## config.mk

```make
export PLATFORM = sky130hd
export DESIGN_NAME = axi4_read_arbiter
export DESIGN_NICKNAME = d
export VERILOG_FILES = /design/src/rtl/axi4_read_arbiter.sv
export SDC_FILE = /design/constraint.sdc
export NUM_CORES = 1
export LEC_CHECK = 0
export ABC_AREA = 1
export ABC_CLOCK_PERIOD_IN_PS = 3310
export BUFFER_PORTS_ARGS = -buffer_cell sky130_fd_sc_hd__buf_2
export CORE_AREA = 2 2 155 157
export DETAILED_ROUTE_END_ITERATION = 16
export DIE_AREA = 0 0 157 159
export PLACE_DENSITY = 0.33
export SLEW_MARGIN = 30
export SYNTH_ARGS = -nofsm -noshare
export SYNTH_HDL_FRONTEND = slang
export SYNTH_SLANG_ARGS = --single-unit
```

## constraint.sdc

```tcl
create_clock -name aclk -period 3.31 [get_ports aclk]
set_clock_uncertainty 0.2 [all_clocks]
set_input_delay 0.331 -clock aclk [delete_from_list [all_inputs] [get_ports aclk]]
set_output_delay 0.331 -clock aclk [all_outputs]
set_load 0.01 [all_outputs]
```

## src/rtl/axi4_read_arbiter.sv

```systemverilog
// rtl/axi4_read_arbiter.sv - round-robin arbiter sharing one AXI4 read port among NUM_M managers
//
// Ports:
//   aclk, areset                 clock, asynchronous active-high reset
//   m_ar*  (packed per manager)  manager AR channels; m_arready per manager
//   m_rvalid/m_rready            per-manager R handshake
//   m_rdata/m_rid/m_rresp/m_rlast R fields broadcast to every manager
//   s_ar*                        muxed AR channel to the subordinate
//   s_r*                         R channel from the subordinate
//   busy                         high while a burst is being arbitrated or in flight
`timescale 1ns/1ps
module axi4_read_arbiter #(
  parameter int NUM_M  = 2,
  parameter int ADDR_W = 64,
  parameter int DATA_W = 64,
  parameter int ID_W   = 1
) (
  input  logic                    aclk,
  input  logic                    areset,
  input  logic [NUM_M-1:0]        m_arvalid,
  output logic [NUM_M-1:0]        m_arready,
  input  logic [NUM_M*ADDR_W-1:0] m_araddr,
  input  logic [NUM_M*ID_W-1:0]   m_arid,
  input  logic [NUM_M*8-1:0]      m_arlen,
  input  logic [NUM_M*3-1:0]      m_arsize,
  input  logic [NUM_M*2-1:0]      m_arburst,
  output logic [NUM_M-1:0]        m_rvalid,
  input  logic [NUM_M-1:0]        m_rready,
  output logic [DATA_W-1:0]       m_rdata,
  output logic [ID_W-1:0]         m_rid,
  output logic [1:0]              m_rresp,
  output logic                    m_rlast,
  output logic                    s_arvalid,
  input  logic                    s_arready,
  output logic [ADDR_W-1:0]       s_araddr,
  output logic [ID_W-1:0]         s_arid,
  output logic [7:0]              s_arlen,
  output logic [2:0]              s_arsize,
  output logic [1:0]              s_arburst,
  output logic                    s_arlock,
  output logic [3:0]              s_arcache,
  output logic [2:0]              s_arprot,
  output logic [3:0]              s_arqos,
  output logic [3:0]              s_arregion,
  input  logic                    s_rvalid,
  output logic                    s_rready,
  input  logic [DATA_W-1:0]       s_rdata,
  input  logic [ID_W-1:0]         s_rid,
  input  logic [1:0]              s_rresp,
  input  logic                    s_rlast,
  output logic                    busy
);

  localparam int GW = (NUM_M > 1) ? $clog2(NUM_M) : 1;

  localparam logic [1:0] ST_IDLE = 2'd0;
  localparam logic [1:0] ST_ADDR = 2'd1;
  localparam logic [1:0] ST_DATA = 2'd2;

  logic [1:0]    state;
  logic [GW-1:0] grant;
  logic [GW-1:0] rr_ptr;
  logic [GW-1:0] pick;
  logic          found;
  logic [31:0]   idx;

  // Scan managers starting at rr_ptr, wrapping modulo NUM_M; first requester wins.
  always_comb begin
    pick  = '0;
    found = 1'b0;
    idx   = '0;
    for (int k = 0; k < NUM_M; k++) begin
      idx = 32'(rr_ptr) + 32'(k);
      if (idx >= 32'(NUM_M)) idx = idx - 32'(NUM_M);
      if (!found && m_arvalid[idx[GW-1:0]]) begin
        found = 1'b1;
        pick  = idx[GW-1:0];
      end
    end
  end

  always_ff @(posedge aclk or posedge areset) begin
    if (areset) begin
      state  <= ST_IDLE;
      grant  <= '0;
      rr_ptr <= '0;
    end else begin
      case (state)
        ST_IDLE: begin
          if (found) begin
            grant <= pick;
            state <= ST_ADDR;
          end
        end
        ST_ADDR: begin
          if (s_arready) state <= ST_DATA;
        end
        ST_DATA: begin
          // Only rlast ends the burst; arlen is never counted here.
          if (s_rvalid && s_rready && s_rlast) begin
            state  <= ST_IDLE;
            rr_ptr <= (grant == GW'(NUM_M - 1)) ? '0 : grant + 1'b1;
          end
        end
        default: state <= ST_IDLE;
      endcase
    end
  end

  // AR fields follow the granted manager; managers hold them stable while valid.
  assign s_arvalid  = (state == ST_ADDR);
  assign s_araddr   = m_araddr [int'(grant)*ADDR_W +: ADDR_W];
  assign s_arid     = m_arid   [int'(grant)*ID_W   +: ID_W];
  assign s_arlen    = m_arlen  [int'(grant)*8      +: 8];
  assign s_arsize   = m_arsize [int'(grant)*3      +: 3];
  assign s_arburst  = m_arburst[int'(grant)*2      +: 2];
  assign s_arlock   = 1'b0;
  assign s_arcache  = 4'b0011;
  assign s_arprot   = 3'b000;
  assign s_arqos    = 4'b0000;
  assign s_arregion = 4'b0000;

  always_comb begin
    m_arready = '0;
    m_rvalid  = '0;
    if (state == ST_ADDR) m_arready[grant] = s_arready;
    if (state == ST_DATA) m_rvalid[grant]  = s_rvalid;
  end

  assign s_rready = (state == ST_DATA) && m_rready[grant];

  // R payload is broadcast; m_rvalid alone tells a manager the beat is its own.
  assign m_rdata = s_rdata;
  assign m_rid   = s_rid;
  assign m_rresp = s_rresp;
  assign m_rlast = s_rlast;

  assign busy = (state != ST_IDLE);

endmodule

```

Yosys cells after proc, flatten, opt, wreduce, memory -nomap -nowiden

Cells that the tools add are included.

Flip-flop bits (word level): 4
Bits of input ports: 232
Memories kept: 0
Bits in latches: 0
Output and inout port bits: 169
Logic and storage cells: 58
Memory bits (writable): 0
Bits in read-only memories: 0

Shift operators: 5
Reduce and logical (&&, ||, !) cells: 11
$add $sub $neg: 4
Order comparisons: 6
Mux-type cells: 21
Bitwise gates (word level): 2
Div/mod/pow operators: 0
Equal/unequal tests: 5
$mul: 1

Operators with widths:

| kind                                                               | number |
|---|---|
| indexed part select 128 x 8 -> 64 bit                              | 1 |
| indexed part select 16 x 5 -> 8 bit                                | 1 |
| 2-to-1 mux 1 bit                                                   | 14 |
| 2-to-1 mux 2 bit                                                   | 5 |
| < comparator 1 x 2 -> 1 bit (second input constant)                | 3 |
| case mux 2 bit (3 select lines)                                    | 1 |
| indexed part select 6 x 4 -> 3 bit                                 | 1 |
| logical AND 1 bit                                                  | 5 |
| bitwise AND 2 bit                                                  | 2 |
| inequality test 2 bit (second input constant)                      | 2 |
| AND reduction 2 bit                                                | 2 |
| indexed part select 4 x 3 -> 2 bit                                 | 1 |
| multiplier 1 x 2 -> 3 bit (second input constant)                  | 1 |
| AND reduction 3 bit                                                | 1 |
| adder 1 x 1 -> 2 bit (second input constant)                       | 1 |
| equality test 2 x 1 -> 1 bit (second input constant)               | 1 |
| equality test 2 bit (second input constant)                        | 1 |
| greater-or-equal comparator 1 x 2 -> 1 bit (second input constant) | 1 |
| greater-or-equal comparator 2 bit (second input constant)          | 1 |
| zero test 2 bit                                                    | 1 |
| inequality test 2 x 1 -> 1 bit (second input constant)             | 1 |
| nonzero test 2 bit                                                 | 1 |
| indexed part select 2 x 2 -> 1 bit                                 | 1 |
| subtractor 1 bit (second input constant)                           | 2 |
| other kinds (4)                                                    | 4 |

Depth between registers and ports, before layout

Gate-level depths: netlist (run 1).

Word-level depth: 10
Gate-level depth with buffers: 6
Depth with buffers taken out: 6

Worst setup path before layout (run 1)

OpenSTA, ideal clock, no wires.

Kind: flip-flop to output port
Start: reg grant
End: out m_rvalid[0]
Arrival time: 0.875 ns
Setup slack: 1.904 ns
Buffers on the path: 2
Stages on the path, launching flop included: 4
Data required time: 2.779 ns
Path through: dfrtp_1 -> buf_6 -> buf_6 -> nor3_2

Longest elaborated chain between the ends: 6
Elaborated cells between the ends (all ways): 7
Those cells by class: order compare (2); mux (3); bitwise (1); reduce/logical (1)

Ends and longest elaborated chain:

| what                                                                                                          | RTL line | text |
|---|---|---|
| from (decl)                                                                                                   | 61       | `logic [GW-1:0] grant;` |
| from (signal assigned)                                                                                        | 91       | `grant <= pick;` |
| < comparator 1 x 2 -> 1 bit (implied by the code) / greater-or-equal comparator 1 bit (equally long branches) | 127      | `if (state == ST_DATA) m_rvalid[grant] = s_rvalid;` |
| logical AND 1 bit (implied by the code)                                                                       | 127      |  |
| 2-to-1 mux 1 bit (implied by the code)                                                                        | 127      |  |
| demux 1 bit (select 1 bit) (*)                                                                                | 127      |  |
| bitwise AND 2 bit (no line) (*)                                                                               | n/a      |  |
| 2-to-1 mux 2 bit (*)                                                                                          | 127      |  |
| to (decl)                                                                                                     | 27       | `output logic [NUM_M-1:0] m_rvalid,` |

Every way passes the cells marked *; elsewhere a longest branch is shown, timed or not.

Worst setup path after layout (run 1)

Start: reg grant
End: out s_araddr[41]

Longest elaborated chain between the ends: 1

Ends and longest elaborated chain:

| what                                  | RTL line | text |
|---|---|---|
| indexed part select 128 x 8 -> 64 bit | 112      | `assign s_araddr = m_araddr [int'(grant)*ADDR_W +: ADDR_W];` |
| to (decl)                             | 35       | `output logic [ADDR_W-1:0] s_araddr,` |

Every way passes these cells.

==> results of run 1 <==
-- worst paths after layout --
check	start	endpoint	slack, ns	cells past startpoint
worst max-delay path	grant	s_araddr[41]	1.05	5
worst min-delay path	s_arready	state[0]	0.10	2
worst max register to register	grant	state[1]	1.53	6
worst min register to register	rr_ptr	rr_ptr	0.27	2
max in group asynchronous	areset	grant	2.34	3
min in group asynchronous	areset	state[0]	0.40	3
-- timing repair --
item                                   CTS  global route
setup buffers                            0             0
endpoints found under the hold margin    4             0
hold buffers                             1             0
-- routing by layer --
metal | vias to the layer above | routed length (µm)
met4 | 0 | 253
met1 | 1018 | 3410
li1 | 1347 | -
met2 | 169 | 4450
met3 | 32 | 1000
met5 | - | 0
-- flip-flops by register name, summed over array words and instances, names as in the netlist --
register	cells
grant	1
state	2
rr_ptr	1
-- final cells by class --
type                       count  area (µm²)  share of cell area
sequential                     4         101              0.0340
clock buffer                   4        78.8              0.0264
tap                          319         399               0.134
multi-input combinational    274        1070               0.360
timing repair buffer         254        1300               0.435
inverter                       9        33.8              0.0113
-- through the flow --
step	area (µm²)	total power, mW	hold slack (ns)
after detailed placement	2890	1.58	0.0321
after floorplan	1950	1.07	-0.103
final	2980	1.74	0.103
after CTS	2980	1.79	0.102
after global routing	2980	1.95	0.121
after global placement	2890	1.60	0.0306
-- placed cells by master (no fill, tap or decap), types with 2 or more instances in the layout --
cell,netlist,routed
buf_2,8,250
nand2_1,242,242
conb_1,2,16
inv_1,5,5
inv_2,4,4
nor2_1,3,3
o21ai_0,3,3
clkbuf_16,0,3
dfrtp_1,4,3
nand2_2,2,2
nor3_2,2,2
buf_4,91,2
-- logic make-up after synthesis --
kind of cell	Yosys count	share of synthesized area
buffers and inverters	110	0.410
other	2	0.00395
DFF	4	0.0527
AOI/OAI and AO/OA	5	0.0145
and+or+nand+nor	253	0.519
-- power breakdown --
group	total (mW)	switching [mW]	leakage, nW	internal, mW
Combinational	1.45	0.917	1.85	0.529
Sequential	0.0956	0.0222	0.0487	0.0734
Clock	0.194	0.0351	0.0382	0.159
Total	1.74	0.974	1.94	0.761
-- synth_stat cells (all sizes together) --
cell,n
nor3,2
nor2,5
o21ai,3
buf,101
inv,9
nand3,1
conb,2
dfrtp,4
nand2,244
a21oi,1
nand4,1
o31ai,1
==> run metrics, run 1 <==
outcome=finished, final reports clean; Setup Slack @ Placement=1.26 ns; CP delay by family, top=buffers and inverters; CP most frequent cell=nand2_1; ANT nets after route=0; Synth cell types=18; endpoints failing setup=0; Routed Wire Length=9110 µm; vias in the first global route=2487; critical-path cell list=inv_2 > buf_4 > nand2_1 > nand2_1 > buf_2; CP Capture Type=output port; final-report hold violation count=0; Tot GR Track Use=0.0671; Fin Setup TNS=0 ns; via count=2566; RSZ-0062 raised after global routing=no; Slowest-stage cell, CP=inv_2; initial drt markers=85; critical path's largest stage delay=0.46 ns; met3 GRT Util=0.0264; CTS clk-pin slew, worst paths=0.03 ns; fillers=2765; share of cells above drive strength 1=0.492; Ys Warns=0; GPL Wtd Cong=0.729; Die Area=0.0250 mm²; Synth top area share=0.478; Hold WC Path Type=in -> reg; Final #Nets=778; CP arrival=1.73 ns; post-route insts no fill=864; CTS resizes=0; P per Cell Area=582 mW/mm²; # rows=56; # DRC=0; Synth Register Bits=4; worst-margin pin slew=0.875 ns; period utilisation layout=0.684; pin count of the biggest net entering global routing=83; root buf cell=clkbuf_16; global-route wire length before repair=13000 µm; DIE HEIGHT=159 µm; Clock Latency Late Sink=0.23 ns; Slew Viols, Final=0; core area=0.0232 mm²; grt ovf=0; Max transition margin=0.417; Die W=157 µm; maximum VDD drop=0.305 mV; Tmin final=2.26 ns; IO Pins=401; Max H-tree Level=1; max cap viols=0; CP required=2.78 ns; DR pass1 iterations=4; met1 usage=0.0683; Worst setup SP type=register; CP bufs+invs=3; GR peak layer=met2; diode count=0; met2 global-route usage=0.124; WL/cell=10.5 µm; count of input and output buffers=250; post-route setup slack=1.05 ns; Max Root-Sink Buffers=2; post-synthesis cell count=374; Num CTS Buffers=3; Area growth syn-to-layout=56.9%; CTS tree=built; syn avg cell area=5.08 µm²; leading area contributor after synthesis=nand2_1; critical path fanouts, max=33; Leakage=1.94 nW; Max Fclk=0.442 GHz; via/cell ratio=2.97; initial antenna violation count=1; CTS sink count=4; Crit Path Category=reg -> out; sequential area share after synthesis=0.0527; synth top area cells=nand2_1 (48%), buf_4 (36%), dfrtp_1 (5.3%); Initial Util=0.0819; Final Core Density=0.129; dpl cells=859; dpl hpwl=7580 µm; Mapped Area=0.00190 mm²
Power figures use the tool's default switching activity.
==> run 2, diff against run 1 <==
- ABC_AREA: 1 -> 0
- ABC_CLOCK_PERIOD_IN_PS: 3310 -> 2200
- CORE_AREA: 2 2 155 157 -> 2 2 157 159
- DIE_AREA: 0 0 157 159 -> 0 0 159 161
- PLACE_DENSITY: 0.33 -> 0.32
- clock period: 3.31 -> 2.2 ns (I/O delays scaled with it)
==> run metrics, run 2 <==
Slowest-stage cell, CP=dfrtp_4; ANT nets after route=0 (unchanged); DR pass1 iterations=4 (unchanged); cell count along the critical path=3 (-2); Hold WC Path Type=in -> reg; Post-Synth Simple-Gate Area=0.0397 (-0.479); Synth async-reset ratio=1.00 (unchanged); postcts setup bufs=0 (unchanged); hold wc startpoint=s_arready; WL/cell=12.5 µm (+19%); Max Root-Sink Buffers=2 (unchanged); core area=0.0240 mm² (+3.3%); Clock Latency Late Sink=0.23 ns (about the same); post-synthesis cell count=200 (-47%); via count=1960 (-24%); sequential share of power=0.073 (+0.018); Post-synth EDFFs=0 (unchanged); most frequent cells in the layout=buf_2 (250), mux2_2 (78), conb_1 (16); final-report hold violation count=0 (unchanged); Fin Setup TNS=0 ns (unchanged); Worst setup SP type=register; commonest non-fill, non-tap cell in the layout=buf_2; register-to-register setup slack=0.73 ns (-0.80 ns); Routed Wire Length=8820 µm (-3.2%); Sw Ratio=0.441 (-0.120); Tot GR Track Use=0.0619 (-0.00516); mux cell area share after synthesis=0.491 (+0.491); # rows=57 (+1.8%); leading area contributor after synthesis=mux2_2; CTS tree=built; period utilisation layout=0.919; share of cells above drive strength 1=0.881 (+0.390); Synth Area in Adders=0 (unchanged); # DRC=0 (unchanged); R2R Path Start=grant; Initial Util=0.0763 (-0.00561); vias in the first global route=1874 (-25%); Synth cell types=20 (+2); max cap viols=0 (unchanged); P per Cell Area=844 mW/mm² (+45%); post-route setup slack=0.179 ns (-0.868 ns); Slew Viols, Final=0 (unchanged); post-route insts no fill=703 (-19%); Final #Nets=612 (-21%); CTS resizes=0 (unchanged); critical-path cell list=buf_12 > mux2_2 > buf_2; Final Core Density=0.124 (-0.00487); CP delay by family, top=flip-flops; hold buffer count at cts=2 (+1); root buf cell=clkbuf_16; Mapped Area=0.00183 mm² (-3.8%); critical path's largest stage delay=0.49 ns (+0.03 ns); CP arrival=1.60 ns (-0.13 ns); Max H-tree Level=1 (unchanged); compound-gate portion of the synthesized area=0.0130 (-0.00149); met3 GRT Util=0.0221 (-0.00432); Tmin final=2.02 ns; synth top area cells=mux2_2 (48%), buf_4 (35%), dfrtp_1 (5.5%); combinational power share=0.811 (-0.022); met2 global-route usage=0.105 (-0.0191); count of input and output buffers=250 (unchanged); Post-DP Area=0.00287 mm² (-0.95%); Area growth syn-to-layout=62.1%; Synth top area share=0.480 (+0.00222); critical path fanouts, max=41 (+24%); GPL Wtd Cong=0.687 (-5.8%); CP bufs+invs=2 (-1); synth cell count leaders=buf_4 (85), mux2_2 (78), buf_6 (6); diode count=0 (unchanged); CP required=1.78 ns (-1.00 ns); dpl hpwl=7860 µm (+3.6%); most common cell in the netlist=buf_4; endpoints failing setup=0 (unchanged); IO Pins=401 (unchanged); initial antenna violation count=0 (-1); global-route wire length before repair=12000 µm (-7.7%); Num CTS Buffers=3 (unchanged); Worst Hold Depth=2 (unchanged); hold path endpoint=state[0]; largest reg by FF count=state; sequential area share after synthesis=0.0547 (+0.00205); syn avg cell area=9.15 µm² (+80%); clock share of power=0.117 (+0.005); main combinational cell family by area after synthesis=multiplexers; Top FF cell, synth=dfrtp_1; CTS clk-pin slew, worst paths=0.03 ns (about the same); Crit Path Category=reg -> out; met1 usage=0.0728 (+0.00449); Largest register FFs=2 (unchanged); xor/xnor cell area share of the yosys netlist=0 (unchanged); R2R Path End=rr_ptr; largest registers=state (2), grant (1), rr_ptr (1); GR peak layer=met2; Max Fclk=0.495 GHz; R2R cell count=3 (-3); grt ovf=0 (unchanged); RSZ-0062 raised after global routing=no; maximum VDD drop=0.405 mV (+33%); CP Capture Type=output port; Synth Register Bits=4 (unchanged); outcome=finished, final reports clean; Setup Slack @ Placement=0.396 ns (-0.859 ns); initial drt markers=45 (-47%); dpl cells=697 (-19%); Ys Warns=0 (unchanged); post-route cell area=0.00297 mm² (-0.59%); pin count of the biggest net entering global routing=42 (-49%); switching power=1.10 mW (+13%); DIE HEIGHT=161 µm (+1.3%); Leakage=1.53 nW (-21%); CTS sink count=4 (unchanged); Die Area=0.0256 mm² (+2.5%); Die W=159 µm (+1.3%); internal power=1.40 mW (+84%); via/cell ratio=2.79 (-6.1%)
run 2: cell count changes after synthesis, sizes merged, moves of 2 or more:
cell	previous run	this run
buf	101	93
o21ai	3	1
mux2i	0	2
inv	9	3
nand2	244	3
mux2	0	78
run 2: through the flow:
stage | hold WS (ns) | total power, mW
finish | 0.0164 | 2.50
global route | 0.0244 | 2.68
CTS | 0.0152 | 2.57
detailed placement | -0.0702 | 2.26
global placement | -0.0698 | 2.27
floorplan | -0.214 | 1.61
run 2: worst max-delay path by stage:
stage                from           to  slack (ns)
finish              grant  s_araddr[4]        0.18
global route        grant  s_araddr[4]        0.12
CTS                 grant  s_araddr[4]        0.15
detailed placement  grant  s_araddr[4]        0.40
global placement    grant  s_araddr[4]        0.42
floorplan           grant  s_araddr[0]        0.72
run 2: power groups by stage:
stage	clock network [mW]	registers [mW]	logic, mW
after global routing	0.307	0.195	2.18
after floorplan	0	0.138	1.47
after CTS	0.299	0.183	2.09
after global placement	0	0.183	2.08
final	0.293	0.182	2.03
after detailed placement	0	0.180	2.08
run 2: cell type report:
cell class / count / area, µm²
fillers: 2788 / 21000
well taps: 324 / 405
multi-input cells: 114 / 1050
inverters: 3 / 11.3
clock buffers: 4 / 78.8
flip-flops and latches: 4 / 104
repair buffers: 254 / 1310
run 2: routing by layer:
layer / vias to the layer above / wire, µm / part of all wire
met4: 0 / 125 / 0.014
li1: 942 / - / -
met5: - / 0 / 0
met2: 164 / 4230 / 0.48
met3: 21 / 964 / 0.11
met1: 833 / 3490 / 0.40
run 2: worst reg2reg max path: stages, from the launching register on:
cell     delay (ns)
dfrtp_4        0.54
mux2i_1        0.18
nor3_1         0.27
mux2i_1        0.21
run 2: kinds of logic (layout without fill, tap and decap cells):
kind of cell	after synthesis	in the layout
DFF	4	4
other	2	16
buffers and inverters	96	261
muxes	80	80
and+or+nand+nor	14	14
AOI/OAI and AO/OA	4	4
==> run 3, diff against run 2 <==
- ABC_CLOCK_PERIOD_IN_PS: 2200 -> 2320
- clock period: 2.2 -> 2.32 ns (I/O delays scaled with it)
==> run metrics, run 3 (synthesis gave the netlist of run 2 again) <==
pin count of the biggest net entering global routing=47 (+12%); CTS sink count=4 (unchanged); Leakage=1.53 nW (-0.27%); Setup Slack @ Placement=0.598 ns (+0.202 ns); dpl cells=697 (unchanged); fillers=2798 (+0.36%); postcts setup bufs=0 (unchanged); post-route setup slack=0.374 ns (+0.195 ns); Clock Latency Late Sink=0.23 ns (about the same); initial antenna violation count=0 (unchanged); post-route insts no fill=702 (-0.14%); largest reg by FF count=state; share of cells above drive strength 1=0.884 (+0.00233); Hold WC Path Type=in -> reg; largest registers=state (2), grant (1), rr_ptr (1); most frequent cells in the layout=buf_2 (250), mux2_2 (78), conb_1 (16); hold buffer count at cts=1 (-1); ANT nets after route=0 (unchanged); post-route cell area=0.00296 mm² (-0.34%); Die Area=0.0256 mm² (unchanged); RSZ-0062 raised after global routing=no; critical path fanouts, max=46 (+12%); Post-DP Area=0.00287 mm² (unchanged); Max Root-Sink Buffers=2 (unchanged); WL/cell=13.3 µm (+5.8%); core area=0.0240 mm² (unchanged); grt ovf=0 (unchanged); root buf cell=clkbuf_16; maximum VDD drop=0.405 mV (about the same); dpl hpwl=8290 µm (+5.5%); period utilisation layout=0.839; Routed Wire Length=9310 µm (+5.6%); Final #Nets=611 (-0.16%); # rows=57 (unchanged); Worst setup SP type=register; count of input and output buffers=250 (unchanged); max cap viols=0 (unchanged); GPL Wtd Cong=0.796 (+16%); CTS resizes=0 (unchanged); diode count=0 (unchanged); vias in the first global route=1942 (+3.6%); CP arrival=1.51 ns (-0.09 ns); area taken by multi-input logic gates=0.00105 mm² (unchanged); Fin Setup TNS=0 ns (unchanged); CTS clk-pin slew, worst paths=0.03 ns (about the same); endpoints failing setup=0 (unchanged); DIE HEIGHT=161 µm (unchanged); via/cell ratio=2.78 (-0.16%); Tot Pwr=2.37 mW (-5.3%); IO Pins=401 (unchanged); commonest non-fill, non-tap cell in the layout=buf_2; Area growth syn-to-layout=61.6%; Tot GR Track Use=0.0664 (+0.00447); Max H-tree Level=1 (unchanged); Fin Hold WS=0.0269 ns (+0.0104 ns); # DRC=0 (unchanged); Final Core Density=0.123 (-0.000418); P per Cell Area=802 mW/mm² (-5.0%); Largest register FFs=2 (unchanged); final-report hold violation count=0 (unchanged); Slew Viols, Final=0 (unchanged); CTS tree=built; Crit Path Category=reg -> out; outcome=finished, final reports clean; Die W=159 µm (unchanged); Num CTS Buffers=3 (unchanged); CP Capture Type=output port; global-route wire length before repair=12900 µm (+7.3%); DR pass1 iterations=6 (+2); Tmin final=1.95 ns; initial drt markers=48 (+6.7%); CP required=1.89 ns (+0.11 ns); Sequential Area=104 µm² (unchanged); Initial Util=0.0763 (unchanged); via count=1954 (-0.31%); Max Fclk=0.514 GHz
==> run 3: worst max-delay path, stage by stage, from the launching register on <==
cell     delay, ns
dfrtp_4       0.43
buf_12        0.25
mux2_2        0.39
buf_2         0.17
==> run 3: final cells by class <==
type                            instances  share of cell area
Multi-Input combinational cell        114               0.357
Timing Repair Buffer                  253               0.440
Clock buffer                            4              0.0267
Inverter                                3             0.00381
Tap cell                              324               0.137
Sequential cell                         4              0.0351
==> run 3: final timing paths <==
check | endpoint | start | depth (start not counted) | slack (ns)
setup / recovery | s_araddr[4] | grant | 3 | 0.37
hold / removal | state[0] | s_arready | 2 | 0.03
setup reg to reg | rr_ptr | grant | 4 | 0.69
hold reg to reg | state[0] | state[1] | 1 | 0.32
max in group asynchronous | grant | areset | 3 | 1.48
min in group asynchronous | grant | areset | 3 | 0.26
==> run 3: power breakdown <==
part           internal [mW]  total (mW)  switching, mW  leakage, nW
Sequential             0.110       0.152         0.0419       0.0457
Clock                  0.228       0.283         0.0552       0.0382
Combinational          0.990        1.94          0.946         1.44
Total                   1.33        2.37           1.04         1.53
==> run 3: layer usage <==
| metal | vias to the layer above | track usage | share of wire |
|---|---|---|---|
| li1 | 936 | - | - |
| met1 | 833 | 0.0798 | 0.40 |
| met2 | 167 | 0.113 | 0.48 |
| met3 | 18 | 0.0234 | 0.11 |
| met4 | 0 | 0.0165 | 0.012 |
| met5 | - | 0 | 0 |
